<file path="config.mk">
export PLATFORM = sky130hd
export DESIGN_NAME = stopwatch_ctrl
export DESIGN_NICKNAME = d
export VERILOG_FILES = /design/src/rtl/stopwatch_ctrl.sv
export SDC_FILE = /design/constraint.sdc
export NUM_CORES = 1
export LEC_CHECK = 0
export ABC_AREA = 1
export BUFFER_PORTS_ARGS = -buffer_cell sky130_fd_sc_hd__buf_2
export CORE_MARGIN = 4
export CORE_UTILIZATION = 40
export CTS_CLUSTER_SIZE = 16
export DETAILED_ROUTE_END_ITERATION = 10
export GPL_ROUTABILITY_DRIVEN = 0
export PLACE_DENSITY_LB_ADDON = 0.08
export SLEW_MARGIN = 10
export SYNTH_ARGS = -nofsm -noshare
export SYNTH_HDL_FRONTEND = slang
export SYNTH_SLANG_ARGS = --single-unit
</file>
<file path="constraint.sdc">
create_clock -name clock -period 1.6 [get_ports clock]
set_input_delay 0.32 -clock clock [delete_from_list [all_inputs] [get_ports clock]]
set_output_delay 0.32 -clock clock [all_outputs]
set_load 0.005 [all_outputs]
</file>
<file path="src/rtl/stopwatch_ctrl.sv">
// stopwatch_ctrl: conditions the two push buttons, runs the
// IDLE/RUN/PAUSE/LAP control FSM, drives the counter-chain strobes,
// keeps a sticky overflow flag and scans a 4-digit multiplexed display.
module stopwatch_ctrl #(
  parameter int DEB_CYCLES = 4,
  parameter int SCAN_DIV   = 4
) (
  input  logic        clock,
  input  logic        reset,
  input  logic        tick,
  input  logic        btn_ss,
  input  logic        btn_lr,
  input  logic [15:0] count_in,
  output logic        inc,
  output logic        clr,
  output logic [1:0]  state,
  output logic        ovf,
  output logic [3:0]  disp_bcd,
  output logic [3:0]  disp_an
);

  localparam logic [1:0] ST_IDLE  = 2'b00;
  localparam logic [1:0] ST_RUN   = 2'b01;
  localparam logic [1:0] ST_PAUSE = 2'b10;
  localparam logic [1:0] ST_LAP   = 2'b11;

  localparam int DCW = $clog2(DEB_CYCLES + 1);
  localparam int PW  = (SCAN_DIV > 1) ? $clog2(SCAN_DIV) : 1;

  // bit 0 is the start/stop button, bit 1 the lap/reset button
  logic [1:0] btn_raw;
  logic [1:0] press;
  logic       ss_press;
  logic       lr_press;

  assign btn_raw  = {btn_lr, btn_ss};
  assign ss_press = press[0];
  assign lr_press = press[1];

  for (genvar gi = 0; gi < 2; gi++) begin : g_btn
    logic           sync1_q;
    logic           sync2_q;
    logic           deb_q;
    logic           deb_d;
    logic           press_q;
    logic           press_d;
    logic [DCW-1:0] cnt_q;
    logic [DCW-1:0] cnt_d;

    // Debounce: count consecutive disagreeing cycles, restart on agreement.
    always_comb begin
      cnt_d   = '0;
      deb_d   = deb_q;
      press_d = 1'b0;
      if (sync2_q != deb_q) begin
        if (cnt_q == DCW'(DEB_CYCLES - 1)) begin
          deb_d   = sync2_q;
          press_d = sync2_q;   // only the rising debounced edge is an event
        end else begin
          cnt_d = cnt_q + 1'b1;
        end
      end
    end

    // Two-flop synchronizer, debounced level and one-cycle press pulse.
    always_ff @(posedge clock) begin
      if (reset) begin
        sync1_q <= 1'b0;
        sync2_q <= 1'b0;
        deb_q   <= 1'b0;
        cnt_q   <= '0;
        press_q <= 1'b0;
      end else begin
        sync1_q <= btn_raw[gi];
        sync2_q <= sync1_q;
        deb_q   <= deb_d;
        cnt_q   <= cnt_d;
        press_q <= press_d;
      end
    end

    assign press[gi] = press_q;
  end

  logic [1:0]    state_q, state_d;
  logic [15:0]   lap_q, lap_d;
  logic          inc_q, inc_d;
  logic          clr_q, clr_d;
  logic          ovf_q, ovf_d;
  logic [PW-1:0] presc_q, presc_d;
  logic [1:0]    idx_q, idx_d;
  logic [3:0]    an_q, an_d;
  logic [3:0]    bcd_q, bcd_d;
  logic [15:0]   disp_src;
  logic          counting;

  assign counting = (state_q == ST_RUN) || (state_q == ST_LAP);

  // Next state, lap capture and clear request; start/stop beats lap/reset.
  always_comb begin
    state_d = state_q;
    lap_d   = lap_q;
    clr_d   = 1'b0;
    if (ss_press) begin
      case (state_q)
        ST_IDLE:  state_d = ST_RUN;
        ST_RUN:   state_d = ST_PAUSE;
        ST_LAP:   state_d = ST_PAUSE;
        default:  state_d = ST_RUN;
      endcase
    end else if (lr_press) begin
      case (state_q)
        ST_IDLE:  clr_d = 1'b1;
        ST_RUN: begin
          state_d = ST_LAP;
          lap_d   = count_in;
        end
        ST_LAP:   state_d = ST_RUN;
        default: begin
          state_d = ST_IDLE;
          clr_d   = 1'b1;
        end
      endcase
    end
  end

  // Counter strobe (never alongside a clear) and sticky overflow flag.
  always_comb begin
    inc_d = tick && counting && !clr_d;
    ovf_d = ovf_q;
    if (clr_q) begin
      ovf_d = 1'b0;
    end else if (inc_q && (count_in == 16'h5999)) begin
      ovf_d = 1'b1;
    end
  end

  // Free-running digit scan; select and digit both follow the next index.
  always_comb begin
    presc_d = presc_q + 1'b1;
    idx_d   = idx_q;
    if (presc_q == PW'(SCAN_DIV - 1)) begin
      presc_d = '0;
      idx_d   = idx_q + 2'd1;
    end
    an_d     = 4'b0001 << idx_d;
    disp_src = (state_q == ST_LAP) ? lap_q : count_in;
    case (idx_d)
      2'd0:    bcd_d = disp_src[3:0];
      2'd1:    bcd_d = disp_src[7:4];
      2'd2:    bcd_d = disp_src[11:8];
      default: bcd_d = disp_src[15:12];
    endcase
  end

  // Control and display registers.
  always_ff @(posedge clock) begin
    if (reset) begin
      state_q <= ST_IDLE;
      lap_q   <= '0;
      inc_q   <= 1'b0;
      clr_q   <= 1'b0;
      ovf_q   <= 1'b0;
      presc_q <= '0;
      idx_q   <= 2'd0;
      an_q    <= 4'b0001;
      bcd_q   <= 4'd0;
    end else begin
      state_q <= state_d;
      lap_q   <= lap_d;
      inc_q   <= inc_d;
      clr_q   <= clr_d;
      ovf_q   <= ovf_d;
      presc_q <= presc_d;
      idx_q   <= idx_d;
      an_q    <= an_d;
      bcd_q   <= bcd_d;
    end
  end

  assign state    = state_q;
  assign inc      = inc_q;
  assign clr      = clr_q;
  assign ovf      = ovf_q;
  assign disp_an  = an_q;
  assign disp_bcd = bcd_q;

endmodule

</file>
Word level (Yosys, flattened, before mapping):

Index checks and enable logic that the tools add are counted.

* $add $sub $neg: 4
* equality and inequality tests: 11
* bitwise logic cells: 5
* reductions and logical operators: 19
* shifts and indexed selects: 1
* muxes and demuxes: 10

Operators with widths (number)
* $eq 16x15->1 const B: 1
* $mux 16: 1
* $pmux 4 s3: 1
* $reduce_or 3->1: 4
* $mux 2: 4
* $add 3x1->3 const B: 2
* $eq 2x2->1 const B: 3
* $eq 3x2->1 const B: 2
* $pmux 2 s3: 1
* $reduce_and 2->1: 3
* $reduce_or 2->1: 3
* $not 1->1: 5
* $add 2x1->2 const B: 2
* $eq 2x1->1 const B: 2
* $logic_not 2->1: 2
* $shl 1x2->4 const A: 1
* $logic_and 1x1->1: 3
* $mux 1: 3
* $reduce_and 3->1: 1
* $ne 1x1->1: 2
* $ne 2x2->1 const B: 1
* $reduce_bool 2->1: 1
* $logic_not 1->1: 1
* $logic_or 1x1->1: 1

* logic and storage cells: 69
* input port bits: 21
* bits in registers: 47
* output and inout port bits: 13

Longest topological paths before layout:

Gate-level depths: netlist (run 1).

* depth after elaboration: 7
* depth in mapped cells: 9
* depth with buffers taken out: 9

Least setup slack after synthesis (run 1):

OpenSTA, ideal clock, no wires.

* path type: reg-to-reg
* start: register presc_q[0]
* end: register bcd_q[2] (netlist: disp_bcd[2])
* data required time: 1.483 ns
* period minus slack after synthesis: 1.289 ns
* slack: 0.311 ns
* data arrival time: 1.171 ns
* cell stages (with the launch flop): 8
* library setup time: 0.117 ns
* buffers on the path: 0
* cells stage by stage: dfxtp_1 -> ha_1 -> nand3_1 -> nand2_4 -> nor2_2 -> inv_2 -> o21ai_0 -> nor2_1

* word-level cells in the longest chain between the ends: 4
* elaborated cells on any way between the ends: 6
* those cells by class: eq/ne (3); mux (2); reduce/logical (1)

RTL lines
* from (decl): line 90 `logic [PW-1:0] presc_q, presc_d;`
* from (signal assigned): line 174 `presc_q <= presc_d;`
* $eq 2x2->1 *: line 142 `if (presc_q == PW'(SCAN_DIV - 1)) begin`
* $mux 2 *: line 142
* $eq 2x2->1 (tied with other cells): line 148 `case (idx_d)`
* $pmux 4 s3 *: line 148
* to (signal assigned): line 167 `bcd_q <= 4'd0;`
* to (signal assigned): line 177 `bcd_q <= bcd_d;`
* to (decl): line 93 `logic [3:0] bcd_q, bcd_d;`

Every way passes the cells marked *; elsewhere a longest branch is shown, timed or not.
A chain may end at the register's enable or synchronous reset.

Final worst setup path (run 1):

Same ends and word-level chain as after synthesis.

==> metrics.md, run 1 <==
| Metric | Value |
|---|---|
| Final period util | 0.865 |
| Avg Cell Area, Syn | between 7 and 8 µm² |
| Port bufs | 33 |
| Tmin final | 1.38 ns |
| CTS Buf Count | 5 |
| Setup Total Neg Slack | 0 ns |
| Fmax achieved | around 720 MHz |
| DRT antenna net count | 0 |
| RSZ-0062 raised after global routing | no |
| DP Worst Slack | about 0.18 ns |
| Total die area | 0.00641 mm² |
| DR iter-0 viols | between 80 and 90 |
| CTS Buffer Depth | 2 |
| Static Leakage | around 1.1 nW |
| Largest stage delay on the critical path | roughly 0.37 ns |
| Clk_lat worst skew | roughly 0.30 ns |
| Max Slew Vio Count | 0 |
| Core ar. | 0.00488 mm² |
| Tot GR Track Use | 0.152 |
| RR Startpoint | presc_q[0] |
| Syn_nets | 301 |
| P per Cell Area | 950 mW/mm² |
| Largest net degree at the start of global routing | 25 |
| Final wirelength | 4430 µm |
| Initial antenna violation count | 0 |
| Hpwl dp | 3340 µm |
| Clk sinks | 47 |
| WP data arrival | about 1.6 ns |
| Status | finished, final reports clean |
| Die height | approximately 80 µm |
| Warnings from Yosys | 0 |
| Max Clock Skew | 0.00298 ns |
| Slowest cell on crit path | dfxtp_1 |
| Via count | roughly 1800 |
| Antenna cells | 0 |
| Via-to-Cell Ratio | 4.68 |
| Share of layout cells above drive strength 1 | 0.217 |
| WL per Instance | 11.6 µm |
| Worst Hold Class | input pin to flop |
| H-tree level count | 2 |
| Final setup violation count | 0 |
| Post-layout net count | 340 |
| Initial Util | 0.426 |
| First-pass GRT wire length | roughly 7500 µm |
| CTS clock-pin slew for the worst setup and hold paths | 0.08 ns |
| P&R area growth vs syn | 17.2% |
| Drc violations | 0 |
| Filler cells | between 500 and 600 |
| Crit path top cell by count | nand2_4 |
| CP max FO | 10 |
| Worst hold slack | 0.222 ns |
| Yosys cell types | 27 |
| Post-Syn Area | around 0.0021 mm² |
| CP endpoint kind | flop |
| CP startpoint | presc_q[0] |
| DR pass1 iterations | 4 |
| Max-cap check violation count | 0 |
| Critical Path RT | 1.80 ns |
| Vias in the first global route | ~1700 |
| # IOs | 34 |
| Register area share after synthesis | 0.453 |
| Hold Path Origin | btn_lr |
| Tightest Pin Transition | 0.433 ns |
| Setup ws final | 0.216 ns |
| CP Launch Type | flop |
| Rel. slew slack | 0.711 |
| CP Class | flop to flop |
| Syn Inst Count | 274 |
| CP Cell Sequence | ha_2, nand2_4, nand2_2, nand2_4, nor2_2, inv_2, o21ai_0, nor2_1 |
| CTS root buf | clkbuf_8 |
| Maximum VDD drop | 0.000495 V |
| Seq cells post-synth | between 40 and 50 |
| GRT overflow | 0 |
| Die width | 80.1 µm |
| # rows | 25 |
| Fin. Hold Viols | 0 |
| CTS tree | yes |
[power by group]
group | internal (mW) | total (mW) | leakage [nW] | switching (mW)
Clock | 0.506 | 0.895 | 0.0612 | 0.390
Combinational | 0.0893 | 0.203 | 0.658 | 0.114
Sequential | 1.20 | 1.21 | 0.381 | 0.0160
[final timing paths]
path / to / slack, ns / cells past startpoint
worst max-delay path: disp_bcd[2] / 0.22 / 8
worst min-delay path: g_btn[1].sync1_q / 0.22 / 3
worst max register to register: disp_bcd[2] / 0.22 / 8
worst min register to register: g_btn[1].sync2_q / 0.41 / 2
[cell usage in the layout (no fill, tap or decap), types with 5 or more instances in the layout]
cell type   n
nor3_1      6
dfxtp_1    47
buf_2      33
o21ai_0    14
clkbuf_8    6
inv_1      28
o21ai_1    11
ha_1        5
a21oi_1    19
nor2_1     28
nand2_1    52
nand3_1    30
buf_4      10
[logic make-up after synthesis]
kind of cell    count (synthesis)  synth area share
xor+xnor                        3            0.0163
flops                          47             0.453
simple gates                  132             0.290
fa+ha+maj                       6            0.0361
buf+inv                        41            0.0957
compound gates                 45             0.110
[layout make-up]
class / instances / area [µm²] / area share
Clock inverter: 2 / 35.0 / 0.0144
Sequential cell: 47 / 941 / 0.386
Inverter: 30 / 113 / 0.0462
Clock buffer: 6 / 82.6 / 0.0339
Timing Repair Buffer: 43 / 240 / 0.0986
Tap cell: 67 / 83.8 / 0.0344
Multi-Input combinational cell: 186 / 941 / 0.386
[per-layer routing]
layer | part of all wire | up-vias | GRT usage | wire length (µm)
li1 | - | 958 | - | -
met4 | 0.021 | 0 | 0.0642 | 95
met5 | 0 | - | 0 | 0
met1 | 0.47 | 777 | 0.190 | 2100
met3 | 0.059 | 9 | 0.0404 | 261
met2 | 0.44 | 39 | 0.247 | 1970
[critical path: cells and delay by family, from the launching register on]
family | cells | cell delay [ns]
DFF | 1 | 0.37
AOI/OAI and AO/OA | 1 | 0.14
buffers and inverters | 1 | 0.07
adders and majority gates | 1 | 0.24
and+or+nand+nor | 5 | 0.46
[sequential cells by signal (all words and copies together), names as in the netlist]
signal	flops
clr	1
disp_an	4
disp_bcd	4
g_btn.cnt_q	6
g_btn.deb_q	2
g_btn.press_q	2
g_btn.sync1_q	2
g_btn.sync2_q	2
idx_q	2
inc	1
lap_q	16
ovf	1
presc_q	2
state	2
[through the flow]
step	power, mW	util	cell area (µm²)	cells
after floorplan	1.36	-	2080	274
after global placement	1.45	0.475	2320	373
after detailed placement	1.45	0.475	2320	373
after CTS	2.35	0.499	2430	381
after global routing	2.43	0.499	2440	381
final	2.31	0.499	2440	381
[cells in the mapped netlist, drive strengths merged]
| library cell | instances | area (µm²) |
|---|---|---|
| nand2 | 57 | 236 |
| dfxtp | 47 | 941 |
| nor2 | 33 | 146 |
| inv | 30 | 113 |
| nand3 | 30 | 150 |
| o21ai | 25 | 125 |
| a21oi | 19 | 95.1 |
| buf | 10 | 81.3 |
| ha | 6 | 75.1 |
| nor3 | 6 | 30.0 |
| or2 | 3 | 18.8 |
| xor2 | 2 | 17.5 |
| clkbuf | 1 | 5.00 |
| nand4 | 1 | 6.26 |
| nor3b | 1 | 7.51 |
| nor4 | 1 | 6.26 |
| o211ai | 1 | 7.51 |
| xnor2 | 1 | 16.3 |
[what timing repair did]
action / CTS / global route
resized for setup: 0 / 1
setup endpoints to repair: 0 / 2
hold buffers: 0 / 0
setup buffers: 0 / 0
Note: power is estimated with default switching activity, not from simulation.
==> inputs of run 2 (changes only) <==
- ABC_AREA: 1 -> unset
==> run 2 against run 1 <==
Wire length is 2.0% lower. Clock skew is 0.0021 ns higher. Combinational power is 16% lower. Area after synthesis is 4.8% lower. Die area is 4.3% lower. Via count is 8.9% lower. Critical endpoint is now disp_bcd[1]. Sequential power hardly changed. Critical path depth is 3 lower. Design area is 3.7% lower.
==> metrics.md, run 2 <==
| Metric | Value |
|---|---|
| Commonest cells after routing, fill and taps aside | nand2_1, dfxtp_1, buf_2 |
| Avg Cell Area, Syn | 8.64 µm² (+14%) |
| Fin. Hold Viols | 0 (unchanged) |
| Synth Flop Type | dfxtp_1 |
| Worst Hold Class | input pin to flop |
| CTS clock-pin slew for the worst setup and hold paths | 0.09 ns (about the same) |
| Largest register FFs | 16 (unchanged) |
| P&R area growth vs syn | 18.5% |
| Max-cap check violation count | 0 (unchanged) |
| Syn Inst Count | 229 (-16%) |
| Vias in the first global route | 1519 (-8.6%) |
| CTS tree | yes |
| FF-to-FF End | disp_bcd[1] |
| CP Launch Type | flop |
| DR iter-0 viols | 77 (-8.3%) |
| Core ar. | 0.00475 mm² (-2.6%) |
| Met1 WL | 2110 µm (+0.48%) |
| Highest routed layer | met4 |
| Post-layout net count | 291 (-14%) |
| # IOs | 34 (unchanged) |
| Yosys cell types | 38 (+41%) |
| Largest Register | lap_q |
| Wire length on met3 | 170 µm (-35%) |
| Largest regs | lap_q x16, g_btn.cnt_q x6 |
| DRT antenna net count | 0 (unchanged) |
| Initial Util | 0.416 (-0.00958) |
| Share of layout cells above drive strength 1 | 0.208 (-0.00901) |
| Dominant cells by area after synthesis | dfxtp_1, nand2_1, a21oi_1 |
| First-pass GRT wire length | 7450 µm (-1.0%) |
| Warnings from Yosys | 0 (unchanged) |
| Max Slew Vio Count | 0 (unchanged) |
| Most common cell in the netlist | nand2_1 |
| CTS Buffer Depth | 2 (unchanged) |
| Final period util | 0.924 (+0.0585) |
| Register area share after synthesis | 0.475 (+0.0226) |
| RSZ-0062 raised after global routing | no |
| Post-synth top area cell | dfxtp_1 |
| Int Power | 1.90 mW (+6.0%) |
| Setup ws final | 0.122 ns (-0.0935 ns) |
| Sw Share | 0.208 (-0.0166) |
| Routed wl met2 | 2000 µm (+1.5%) |
| Rel. slew slack | 0.531 (-0.180) |
| R2R Setup Slk | 0.12 ns (-0.09 ns) |
| Tot GR Track Use | 0.156 (+0.00431) |
| Cells on worst reg2reg path | 5 (-3) |
| Drc violations | 0 (unchanged) |
| Port bufs | 33 (unchanged) |
| Via count | 1624 (-8.9%) |
| GRT overflow | 0 (unchanged) |
| Clock network fraction of total power | 0.423 (+0.036) |
| CP max FO | 6 (-4) |
| Hold buffer count at CTS | 0 (unchanged) |
| Async set-reset flop share out of synthesis | 0 (unchanged) |
| Die width | 78.3 µm (-2.2%) |
| Seq pwr share | 0.506 (-0.019) |
| Post-Route Utilization | 0.493 (-0.00607) |
| Initial antenna violation count | 0 (unchanged) |
| Worst Setup EP | disp_bcd[1] |
| CTS root buf | clkbuf_8 |
| DR pass1 iterations | 4 (unchanged) |
| Most common library cells after synthesis | nand2_1, dfxtp_1, a21oi_1 |
| WL per Instance | 13.1 µm (+12%) |
| Hpwl dp | 3100 µm (-7.1%) |
| Via-to-Cell Ratio | 4.89 (+4.5%) |
| Die height | 78.3 µm (-2.2%) |
| Post-Syn Area | 0.00198 mm² (-4.8%) |
| Filler cells | 502 (-4.7%) |
| CP Class | flop to flop |
| Fmax achieved | 677 MHz (-6.3%) |
| Share of total power in combinational logic | 0.071 (-0.017) |
| Static Leakage | 0.948 nW (-14%) |
| Pwr Total | 2.40 mW (+3.8%) |
| Final setup violation count | 0 (unchanged) |
| P per Cell Area | 1020 mW/mm² (+7.8%) |
| Largest net degree at the start of global routing | 40 (+60%) |
| Number of synthesized flops with an enable pin | 0 (unchanged) |
| RR Startpoint | presc_q[0] |
| Syn_nets | 256 (-15%) |
| WP data arrival | 1.67 ns (+0.09 ns) |
| Final wirelength | 4350 µm (-2.0%) |
| Setup Total Neg Slack | 0 ns (unchanged) |
| Seq cells post-synth | 47 (unchanged) |
| Clk_lat worst skew | 0.30 ns (about the same) |
| Tightest Pin Transition | 0.704 ns (+0.271 ns) |
| Max Clock Skew | 0.00507 ns (+0.00209 ns) |
| CP endpoint kind | flop |
| Total die area | 0.00614 mm² (-4.3%) |
| CTS Buf Count | 5 (unchanged) |
| Critical Path RT | 1.79 ns (about the same) |
| Switching power | 499 µW (-3.9%) |
| H-tree level count | 2 (unchanged) |
| Clk sinks | 47 (unchanged) |
| Commonest non-fill, non-tap cell in the layout | nand2_1 |
| Post-synth top area share | 0.475 (+0.0226) |
| # rows | 25 (unchanged) |
| Tmin final | 1.48 ns (+0.0935 ns) |
| Antenna cells | 0 (unchanged) |
| DP Worst Slack | 0.0847 ns (-0.0986 ns) |
| CP startpoint | presc_q[0] |
| Maximum VDD drop | 0.000446 V (-10%) |
| Status | finished, final reports clean |
## run 2: cell families (layout without fill, tap and decap cells)
kind of cell,count (synthesis),count (layout),share of synthesized area
simple gates,111,111,0.280
flops,47,47,0.475
fa+ha+maj,6,6,0.0379
xor+xnor,5,5,0.0221
compound gates,40,40,0.119
buf+inv,16,52,0.0449
mux,4,4,0.0202
## run 2: critical path: stages (launching register included)
cell	delay, ns
dfxtp_1	0.33
ha_1	0.28
and3_1	0.25
nor2_4	0.16
o22ai_1	0.09
o31a_1	0.28
## run 2: through the flow
step                hold WS, ns  area (µm²)  cells
CTS                       0.225        2340    332
floorplan                 0.398        1980    229
global route              0.224        2340    332
finish                    0.232        2340    332
global placement          0.412        2210    324
detailed placement        0.406        2210    324
## run 2: power by group through the flow
stage                     registers, mW  clock network, mW  logic (mW)
after floorplan                    1.24                  0      0.0988
after global placement             1.24                  0       0.170
after detailed placement           1.24                  0       0.170
after CTS                          1.22               1.04       0.170
after global routing               1.22               1.10       0.191
final                              1.22               1.01       0.171
## run 2: worst min-delay path by stage
stage / from / end / slack [ns] / cells after the start
global placement: g_btn[1].cnt_q[0] / g_btn[1].cnt_q[0] / 0.41 / 1
CTS: btn_ss / g_btn[0].sync1_q / 0.23 / 2
detailed placement: clr / ovf / 0.41 / 1
finish: btn_ss / g_btn[0].sync1_q / 0.23 / 2
global route: btn_lr / g_btn[1].sync1_q / 0.22 / 2
floorplan: reset / g_btn[0].press_q / 0.40 / 1
## run 2: metal layers
| metal | global-route usage | up-vias |
|---|---|---|
| met1 | 0.210 | 744 |
| met3 | 0.0413 | 5 |
| met5 | 0 | - |
| li1 | - | 838 |
| met2 | 0.244 | 37 |
| met4 | 0.0524 | 0 |
## run 2: repair_timing
item / CTS / global route
buffers inserted: 0 / 0
setup endpoints to repair: 0 / 1
resized for setup: 0 / 1
## run 2: area by class of cell
type	instances	area [µm²]	area share
tap	67	83.8	0.0358
sequential	47	941	0.401
clock buffer	6	72.6	0.0309
timing repair buffer	40	218	0.0928
multi-input combinational	166	955	0.407
inverter	4	15.0	0.00640
clock inverter	2	60.1	0.0256
